===== config.mk =====
export PLATFORM = sky130hd
export DESIGN_NAME = axi4_read_pattern_slave
export DESIGN_NICKNAME = d
export VERILOG_FILES = /design/src/rtl/axi4_pkg.sv /design/src/rtl/axi4_ar_fifo.sv /design/src/rtl/axi4_read_pattern_slave.sv
export SDC_FILE = /design/constraint.sdc
export NUM_CORES = 1
export LEC_CHECK = 0
export BUFFER_PORTS_ARGS = -buffer_cell sky130_fd_sc_hd__buf_2
export CORE_MARGIN = 4
export CORE_UTILIZATION = 65
export CTS_BUF_LIST = sky130_fd_sc_hd__clkbuf_4
export CTS_CLUSTER_DIAMETER = 80
export DETAILED_ROUTE_END_ITERATION = 6
export GPL_TIMING_DRIVEN = 1
export PLACE_DENSITY = 0.84
export SYNTH_ARGS = -nofsm -noshare
export SYNTH_HDL_FRONTEND = slang
export SYNTH_SLANG_ARGS = --single-unit
export TNS_END_PERCENT = 10

===== constraint.sdc =====
create_clock -name ACLK -period 13 [get_ports ACLK]
set_input_delay 1.3 -clock ACLK [delete_from_list [all_inputs] [get_ports ACLK]]
set_output_delay 1.3 -clock ACLK [all_outputs]
set_load 0.02 [all_outputs]

===== src/rtl/axi4_pkg.sv =====
// Shared AXI4 read-channel types: burst/response encodings, the AR request record
// and the read-slave FSM state.
package axi4_pkg;

    localparam int AXI_ID_W_MAX = 16;

    typedef enum logic [1:0] {
        BURST_FIXED = 2'b00,
        BURST_INCR  = 2'b01,
        BURST_WRAP  = 2'b10,
        BURST_RSVD  = 2'b11
    } axi_burst_e;

    typedef enum logic [1:0] {
        RESP_OKAY   = 2'b00,
        RESP_SLVERR = 2'b10
    } axi_resp_e;

    typedef struct packed {
        logic [AXI_ID_W_MAX-1:0] id;
        logic [31:0]             addr;
        logic [7:0]              len;
        logic [2:0]              size;
        axi_burst_e              burst;
    } ar_req_t;

    typedef enum logic {
        ST_IDLE,
        ST_BURST
    } rd_state_e;

endpackage


===== src/rtl/axi4_ar_fifo.sv =====
// Two-entry AR request queue; ready is registered so it is low throughout reset
// and never admits a push while full, even when a pop happens in the same cycle.
module axi4_ar_fifo
    import axi4_pkg::*;
(
    input  logic    clk,
    input  logic    rst,
    input  logic    push,
    input  ar_req_t din,
    input  logic    pop,
    output ar_req_t dout,
    output logic    empty,
    output logic    ready
);

    ar_req_t    slot0_q, slot0_d, slot1_q, slot1_d;
    logic [1:0] count_q, count_d;
    logic       ready_q, ready_d;
    logic       do_push, do_pop;

    always_comb begin
        do_push = push && ready_q;
        do_pop  = pop && (count_q != 2'd0);
        slot0_d = slot0_q;
        slot1_d = slot1_q;
        count_d = count_q;
        if (do_pop) begin
            slot0_d = slot1_q;
            count_d = count_q - 2'd1;
        end
        // count_d here is the occupancy after any pop, so it selects the free slot
        if (do_push) begin
            if (count_d == 2'd0) begin
                slot0_d = din;
            end else begin
                slot1_d = din;
            end
            count_d = count_d + 2'd1;
        end
        ready_d = (count_d != 2'd2);
    end

    always_ff @(posedge clk or posedge rst) begin
        if (rst) begin
            slot0_q <= '0;
            slot1_q <= '0;
            count_q <= 2'd0;
            ready_q <= 1'b0;
        end else begin
            slot0_q <= slot0_d;
            slot1_q <= slot1_d;
            count_q <= count_d;
            ready_q <= ready_d;
        end
    end

    assign dout  = slot0_q;
    assign empty = (count_q == 2'd0);
    assign ready = ready_q;

endmodule


===== src/rtl/axi4_read_pattern_slave.sv =====
// AXI4 read slave returning address-derived byte patterns (lane j = low byte of A+j).
// Define AXI4_RD_WRAP_EN to accept WRAP bursts of 2/4/8/16 beats; otherwise WRAP is SLVERR.
module axi4_read_pattern_slave
    import axi4_pkg::*;
#(
    parameter int          N     = 4,
    parameter int          I     = 1,
    parameter logic [31:0] LIMIT = 32'h0001_0000
) (
    input  logic           ACLK,
    input  logic           ARESET,
    input  logic [I-1:0]   ARID,
    input  logic [31:0]    ARADDR,
    input  logic [7:0]     ARLEN,
    input  logic [2:0]     ARSIZE,
    input  logic [1:0]     ARBURST,
    input  logic           ARVALID,
    output logic           ARREADY,
    output logic [I-1:0]   RID,
    output logic [8*N-1:0] RDATA,
    output logic [1:0]     RRESP,
    output logic           RLAST,
    output logic           RVALID,
    input  logic           RREADY
);

`ifdef AXI4_RD_WRAP_EN
    localparam bit WRAP_EN = 1'b1;
`else
    localparam bit WRAP_EN = 1'b0;
`endif
    localparam logic [2:0]  SIZE_LOG2 = 3'($clog2(N));
    localparam logic [31:0] NB        = 32'(N);

    ar_req_t        ar_req, head;
    logic           fifo_pop, fifo_empty, fifo_ready;
    logic           unused_id;
    logic           emit, load;

    rd_state_e      state_q, state_d;
    logic [31:0]    addr_q, addr_d, wmask_q, wmask_d;
    logic [7:0]     cnt_q, cnt_d;
    logic [I-1:0]   id_q, id_d;
    axi_burst_e     burst_q, burst_d;
    logic           berr_q, berr_d;
    logic           rvalid_q, rvalid_d, rlast_q, rlast_d;
    logic [8*N-1:0] rdata_q, rdata_d;
    logic [1:0]     rresp_q, rresp_d;

    function automatic logic req_err(input ar_req_t r);
        logic wrap_len_ok;
        wrap_len_ok = (r.len == 8'd1) || (r.len == 8'd3) || (r.len == 8'd7) || (r.len == 8'd15);
        return (r.size != SIZE_LOG2) || (r.burst == BURST_RSVD) ||
               ((r.burst == BURST_WRAP) && !(WRAP_EN && wrap_len_ok));
    endfunction

    // WRAP keeps the bits above the window mask and steps only the bits inside it
    function automatic logic [31:0] next_addr(input logic [31:0] a, input axi_burst_e b,
                                              input logic [31:0] m);
        logic [31:0] n;
        case (b)
            BURST_FIXED: n = a;
            BURST_WRAP:  n = (a & ~m) | ((a + NB) & m);
            default:     n = a + NB;
        endcase
        return n;
    endfunction

    function automatic logic [8*N-1:0] beat_data(input logic [31:0] a);
        logic [8*N-1:0] d;
        d = '0;
        for (int j = 0; j < N; j++) begin
            d[8*j +: 8] = 8'(a + 32'(j));
        end
        return d;
    endfunction

    assign ar_req = '{id: 16'(ARID), addr: ARADDR, len: ARLEN, size: ARSIZE,
                      burst: axi_burst_e'(ARBURST)};
    assign unused_id = ^head.id;

    axi4_ar_fifo u_ar_fifo (
        .clk   (ACLK),
        .rst   (ARESET),
        .push  (ARVALID),
        .din   (ar_req),
        .pop   (fifo_pop),
        .dout  (head),
        .empty (fifo_empty),
        .ready (fifo_ready)
    );

    always_comb begin
        state_d  = state_q;
        addr_d   = addr_q;
        wmask_d  = wmask_q;
        cnt_d    = cnt_q;
        id_d     = id_q;
        burst_d  = burst_q;
        berr_d   = berr_q;
        rvalid_d = rvalid_q;
        rlast_d  = rlast_q;
        rdata_d  = rdata_q;
        rresp_d  = rresp_q;
        fifo_pop = 1'b0;
        emit     = 1'b0;
        load     = 1'b0;

        // The IDLE load leaves RVALID low for one cycle; the back-to-back load emits at once
        case (state_q)
            ST_IDLE: begin
                if (!fifo_empty) begin
                    load    = 1'b1;
                    state_d = ST_BURST;
                end
            end
            ST_BURST: begin
                if (!rvalid_q) begin
                    emit = 1'b1;
                end else if (RREADY) begin
                    if (cnt_q != 8'd0) begin
                        addr_d = next_addr(addr_q, burst_q, wmask_q);
                        cnt_d  = cnt_q - 8'd1;
                        emit   = 1'b1;
                    end else if (!fifo_empty) begin
                        load = 1'b1;
                        emit = 1'b1;
                    end else begin
                        state_d  = ST_IDLE;
                        rvalid_d = 1'b0;
                        rlast_d  = 1'b0;
                        rresp_d  = RESP_OKAY;
                        rdata_d  = '0;
                    end
                end
            end
            default: state_d = ST_IDLE;
        endcase

        if (load) begin
            fifo_pop = 1'b1;
            addr_d   = head.addr & ~(NB - 32'd1);
            cnt_d    = head.len;
            id_d     = head.id[I-1:0];
            berr_d   = req_err(head);
            burst_d  = ((head.burst == BURST_WRAP) && !WRAP_EN) ? BURST_INCR : head.burst;
            wmask_d  = ((32'(head.len) + 32'd1) * NB) - 32'd1;
        end

        if (emit) begin
            rvalid_d = 1'b1;
            rlast_d  = (cnt_d == 8'd0);
            if (berr_d || (addr_d >= LIMIT)) begin
                rresp_d = RESP_SLVERR;
                rdata_d = '0;
            end else begin
                rresp_d = RESP_OKAY;
                rdata_d = beat_data(addr_d);
            end
        end
    end

    always_ff @(posedge ACLK or posedge ARESET) begin
        if (ARESET) begin
            state_q  <= ST_IDLE;
            addr_q   <= '0;
            wmask_q  <= '0;
            cnt_q    <= '0;
            id_q     <= '0;
            burst_q  <= BURST_FIXED;
            berr_q   <= 1'b0;
            rvalid_q <= 1'b0;
            rlast_q  <= 1'b0;
            rdata_q  <= '0;
            rresp_q  <= RESP_OKAY;
        end else begin
            state_q  <= state_d;
            addr_q   <= addr_d;
            wmask_q  <= wmask_d;
            cnt_q    <= cnt_d;
            id_q     <= id_d;
            burst_q  <= burst_d;
            berr_q   <= berr_d;
            rvalid_q <= rvalid_d;
            rlast_q  <= rlast_d;
            rdata_q  <= rdata_d;
            rresp_q  <= rresp_d;
        end
    end

    assign ARREADY = fifo_ready;
    assign RID     = id_q;
    assign RDATA   = rdata_q;
    assign RRESP   = rresp_q;
    assign RLAST   = rlast_q;
    assign RVALID  = rvalid_q;

endmodule


=== Yosys cells after proc, flatten, opt, wreduce, memory -nomap -nowiden ===
Cells that the tools add are included.

* Output and inout bits: 38
* Word-level logic and storage cells: 116
* Bits in registers: 223
* Bits of input ports: 50

* Muxes and demuxes: 54
* Order comparisons: 1
* Equality and inequality tests: 6
* Bitwise operators: 6
* Add/subtract/negate cells: 9
* Reductions and logical operators: 17

{| class="wikitable"
|+ Operators with widths
! kind !! number
|-
| 32-bit two-way mux || 12
|-
| 61-bit two-way mux || 3
|-
| 32-bit bitwise AND || 2
|-
| 32-bit case mux with 2 select lines || 1
|-
| 8-bit two-way mux || 5
|-
| 32-bit by 3-bit adder with 32-bit output (second input constant) || 1
|-
| 32-bit by 17-bit greater-or-equal comparator with 1-bit output (second input constant) || 1
|-
| 32-bit inverter || 1
|-
| 32-bit OR || 1
|-
| 1-bit two-way mux || 21
|-
| 2-bit two-way mux || 10
|-
| 8-bit by 2-bit adder with 8-bit output (second input constant) || 2
|-
| 11-bit by 1-bit subtractor with 12-bit output (second input constant) || 1
|-
| 2-bit nonzero test || 5
|-
| 8-bit by 1-bit adder with 9-bit output (second input constant) || 1
|-
| 8-bit by 1-bit adder with 8-bit output (second input constant) || 1
|-
| 8-bit zero test || 1
|-
| 8-bit nonzero test || 1
|-
| 8-bit by 1-bit subtractor with 8-bit output (second input constant) || 1
|-
| 2-bit equality test (second input constant) || 3
|-
| 2-bit zero test || 3
|-
| 5-bit AND reduction || 1
|-
| 2-bit inequality test (second input constant) || 2
|-
| 1-bit case mux with 2 select lines || 2
|-
| other kinds (7) || 11
|}

=== Logic depth before layout (Yosys ltp) ===
* Word-level depth: 13
* Mapped depth: 18
* Gate-level depth less buffers: 12

=== Modules after synthesis ===
From an unflattened synthesis, not the netlist that was laid out.

* Cell total of the unflattened synthesis: 1,028
* Area, all modules: 11,031.8 sq um

{| class="wikitable"
|+ By module, submodules not included
! module !! times used !! cells each !! area each (sq um)
|-
| axi4_ar_fifo || 1 || 420 || 5,604.1
|-
| axi4_read_pattern_slave || 1 || 608 || 5,427.7
|}

=== Worst setup path before layout ===
No wires, ideal clock.

* Kind: in2reg
* Start point: input RREADY
* End point: register u_ar_fifo.slot1_q[15] in the netlist's numbering
* Arrival: 3,988 ps
* Stages on the path: 13
* Setup slack: 8,888 ps
* Library setup time: 125 ps
* Path buffers: 7
* Path through: clkbuf_1 -> nand3b_1 -> o32a_1 -> buf_6 -> buf_6 -> buf_6 -> buf_1 -> a21oi_1 -> ha_1 -> or2_2 -> clkbuf_1 -> buf_1 -> mux2_2

* Word-level cells in the longest chain between the ends: 9

{| class="wikitable"
|+ Ends and longest elaborated chain
! item !! line !! text
|-
| start, declared || axi4_read_pattern_slave.sv:24 || <nowiki>input logic RREADY</nowiki>
|-
| 1-bit two-way mux || axi4_read_pattern_slave.sv:120 || <nowiki>end else if (RREADY) begin</nowiki>
|-
| 1-bit two-way mux || axi4_read_pattern_slave.sv:118 || <nowiki>if (!rvalid_q) begin</nowiki>
|-
| 1-bit case mux with 2 select lines || axi4_read_pattern_slave.sv:110 || <nowiki>case (state_q)</nowiki>
|-
| 1-bit two-way mux || axi4_read_pattern_slave.sv:140 || <nowiki>if (load) begin</nowiki>
|-
| 1-bit logical AND || axi4_ar_fifo.sv:23 || <nowiki>do_pop = pop && (count_q != 2'd0);</nowiki>
|-
| 2-bit two-way mux || axi4_ar_fifo.sv:27 || <nowiki>if (do_pop) begin</nowiki>
|-
| 2-bit zero test || axi4_ar_fifo.sv:33 || <nowiki>if (count_d == 2'd0) begin</nowiki>
|-
| 1-bit inverter (no line) || -- ||
|-
| 2-bit AND reduction (no line) || -- ||
|-
| end signal, assigned || axi4_ar_fifo.sv:51 || <nowiki>slot1_q <= slot1_d;</nowiki>
|-
| end, declared || axi4_ar_fifo.sv:16 || <nowiki>ar_req_t slot0_q, slot0_d, slot1_q, slot1_d;</nowiki>
|}

Every way passes these cells.
A chain may end at the register's enable or synchronous reset.

=== Final worst setup path ===
* Start point: register cnt_q[0]
* End point: register u_ar_fifo.slot1_q[32] in the netlist's numbering

* Word-level cells in the longest chain between the ends: 11

{| class="wikitable"
|+ Ends and longest elaborated chain
! item !! line !! text
|-
| start, declared || axi4_read_pattern_slave.sv:42 || <nowiki>logic [7:0] cnt_q, cnt_d;</nowiki>
|-
| start signal, assigned || axi4_read_pattern_slave.sv:180 || <nowiki>cnt_q <= cnt_d;</nowiki>
|-
| 8-bit nonzero test || axi4_read_pattern_slave.sv:121 || <nowiki>if (cnt_q != 8'd0) begin</nowiki>
|-
| 1-bit two-way mux || axi4_read_pattern_slave.sv:121 ||
|-
| 1-bit two-way mux || axi4_read_pattern_slave.sv:120 ||
|-
| 1-bit two-way mux || axi4_read_pattern_slave.sv:118 ||
|-
| 1-bit case mux with 2 select lines || axi4_read_pattern_slave.sv:110 ||
|-
| 1-bit two-way mux || axi4_read_pattern_slave.sv:140 ||
|-
| 1-bit logical AND || axi4_ar_fifo.sv:23 ||
|-
| 2-bit two-way mux || axi4_ar_fifo.sv:27 ||
|-
| 2-bit zero test || axi4_ar_fifo.sv:33 ||
|-
| 1-bit inverter (no line) || -- ||
|-
| 2-bit AND reduction (no line) || -- ||
|}

Every way passes these cells.

==> impl_metrics.toml <==
[status]
run_status = "finished clean"

[clock_network]
cts_htree_levels = 4
hold_buffers = 0
clock-sinks = 179
cts_root_buffer = "clkbuf_4"
tritoncts = "done"
cts_setup_buffers = 0
path_clk_slew_ns = 0.14
clock_latency_ns = 0.57
post_cts_resized = 0
cts_made_buffers = 17
cts.path.max_buffers = 2

[drt]
vias = 6692
wirelength_microns = 18400
drt-initial-drc-count = 532
vias_per_cell = 5.88
wire_per_inst_microns = 16.2
drtPass1Iterations = 5
drc = 0
antenna_left = 0

[setup_path]
crit_type = "reg -> reg"
cp_max_fo = 64
critPathLaunchType = "flop"
required_ns = 13.46
cp.arrival_ns = 5.02
end_kind = "flop"

[sta]
slew_headroom = 0.241
period_minus_slack_ns = 4.56
fmax_mhz = 219
skew_ns = 0.0153
rsz0062_at_grt = "false"
tns_ns = 0
post-route-period-util = 0.351
tightest_slew_ns = 1.14
setup-violations-final = 0
timing_max_transition_violations_final = 0
setup_ws_ns = 8.44
finalHoldViolations = 0

[global_route]
grt_pass1_vias = 6410
gr-usage-all-layers = 0.241
antenna_found_initial = 0
grt_pass1_wl_microns = 31100
grt_max_degree = 89
grt-ovfl-total = 0

[synth]
synth.top_cell.area_share = 0.501
yosys_register_bits = 179
yosys.area.top_type = "dfrtp_1"
synth_edf_count = 0
synth_top_family_by_area = "simple AND/OR/NAND/NOR gates"
synth_compound_gate_area_share = 0.122
ys_types = 70
yosys_warnings = 0
synth_fa_ha_area_frac = 0.0140
syn_nets = 952
synth_common_cells = "dfrtp_1 (179), nand2_1 (140), o21ai_0 (82)"
yosysMostFrequentCell = "dfrtp_1"
synth_area_sq_um = 8940
synth_area_per_cell_sq_um = 10.0
ys.flop_type = "dfrtp_1"
async_flop_share = 1.00
synthTopCellsByArea = "dfrtp_1 (50%), nand2_1 (5.9%), mux2_2 (5.7%)"
ys_seq_area_frac = 0.501
synthCells = 892
synth_xor_area_frac = 0.0500
synth-simple-area-share = 0.159
muxShareOfSynthArea = 0.115

[cells_and_area]
final_net_count = 1009
n_antenna_cell = 0
drive_gt1_frac = 0.202
nFillCells = 1016
syn_to_final_growth_pct = 8.97
ff_latch_area_sq_um = 4480
design_area_sq_um = 9740
utilization = 0.730
multi_input_area_sq_um = 4130

[place]
place_congestion = 0.903
postPlaceCellArea_sq_um = 9420
dpl.hpwl_microns = 12700
portBuffers = 84
dp_slack_ns = 8.15

[power]
vdd_ir_drop_max_v = 0.000134
p_leak_uw = 0.00419
p_per_area_nw_per_um2 = 203
power_uw = 1980

[floorplanning]
rows = 42
die_h_microns = 125
dieArea_sq_um = 15700
die_width_microns = 125
core_area_sq_um = 13300
initial_core_util = 0.670
io-pin-count = 88

[min_path]
min-delay-path-class = "reg -> reg"

[flow_run]
drv_cap = 0
layer usage:
metal / vias to the layer above / GRT usage / share of wire
li1: 3238 / - / -
met1: 3235 / 0.349 / 0.47
met2: 192 / 0.375 / 0.46
met3: 27 / 0.0546 / 0.060
met4: 0 / 0.0619 / 0.014
met5: - / 0 / 0
critical path: stages, from the launching register on:
cell	delay (ns)
dfrtp_1	0.40
inv_1	0.11
ha_1	0.20
or3b_2	0.55
o32ai_4	0.28
buf_4	0.36
buf_4	0.72
xnor2_1	0.24
ha_1	0.21
or2_2	0.85
mux2_2	0.43
cell families (layout without fill, tap and decap cells):
kind of cell,after synthesis,after routing
AND/OR/NAND/NOR,298,298
AO/OA/AOI/OAI,179,179
flip-flops,179,179
multiplexers,96,96
buffers and inverters,78,148
XOR/XNOR,51,51
adder cells (fa/ha/maj),10,10
other,1,1
cell type report:
| cell class | count | area share |
|---|---|---|
| repair buffers | 93 | 0.0501 |
| multi-input cells | 635 | 0.424 |
| flip-flops and latches | 179 | 0.460 |
| inverters | 23 | 0.0100 |
| clock buffers | 22 | 0.0170 |
| clock inverters | 10 | 0.0162 |
| well taps | 176 | 0.0226 |
registers in the layout, summed over array words and instances (netlist names):
register,count
wmask_q,10
u_ar_fifo.count_q,2
berr_q,1
RID,1
cnt_q,8
RDATA,30
RRESP,1
u_ar_fifo.slot1_q,44
RVALID,1
u_ar_fifo.ready,1
addr_q,32
state_q,1
burst_q,2
u_ar_fifo.dout,44
RLAST,1
power breakdown:
part	switching [uW]	internal, uW
clock	183	162
sequential	182	764
combinational	370	316
cell usage in the layout, fill, tap and decap left out, drive strengths merged, types with 2 or more instances in the layout:
cell      n
dfrtp   179
nand2   141
o21ai   115
buf      93
mux2i    51
nor2     45
mux2     45
xnor2    38
a21oi    27
nand3    24
clkbuf   22
inv      21
nor3     20
xor2     13
nand4    12
nor4     12
and3     11
ha       10
and4      7
a31oi     7
clkinv    7
or4       4
a21o      4
nor3b     4
or3       4
nand2b    4
o21a      4
bufinv    4
a211oi    2
o31ai     2
or2       2
o22ai     2
o211ai    2
a31o      2
and2      2
o32ai     2
nor4b     2
worst paths after layout:
kind                           from               endpoint  slack, ns  cells after the start
max                        cnt_q[0]  u_ar_fifo.slot1_q[32]       8.44                     10
min                        RDATA[2]               RDATA[2]       0.49                      2
max reg2reg                cnt_q[0]  u_ar_fifo.slot1_q[32]       8.44                     10
min reg2reg                RDATA[2]               RDATA[2]       0.49                      2
max in group asynchronous    ARESET  u_ar_fifo.slot1_q[34]      10.35                      4
min in group asynchronous    ARESET     u_ar_fifo.dout[16]       0.73                      2
through the flow:
stage                     hold WS (ns)  std cells
final                            0.494       1138
after global routing             0.523       1138
after CTS                        0.496       1138
after detailed placement         0.465       1106
after global placement           0.460       1106
after floorplan                  0.438        892
No activity file was read; power rests on OpenSTA's default activity.
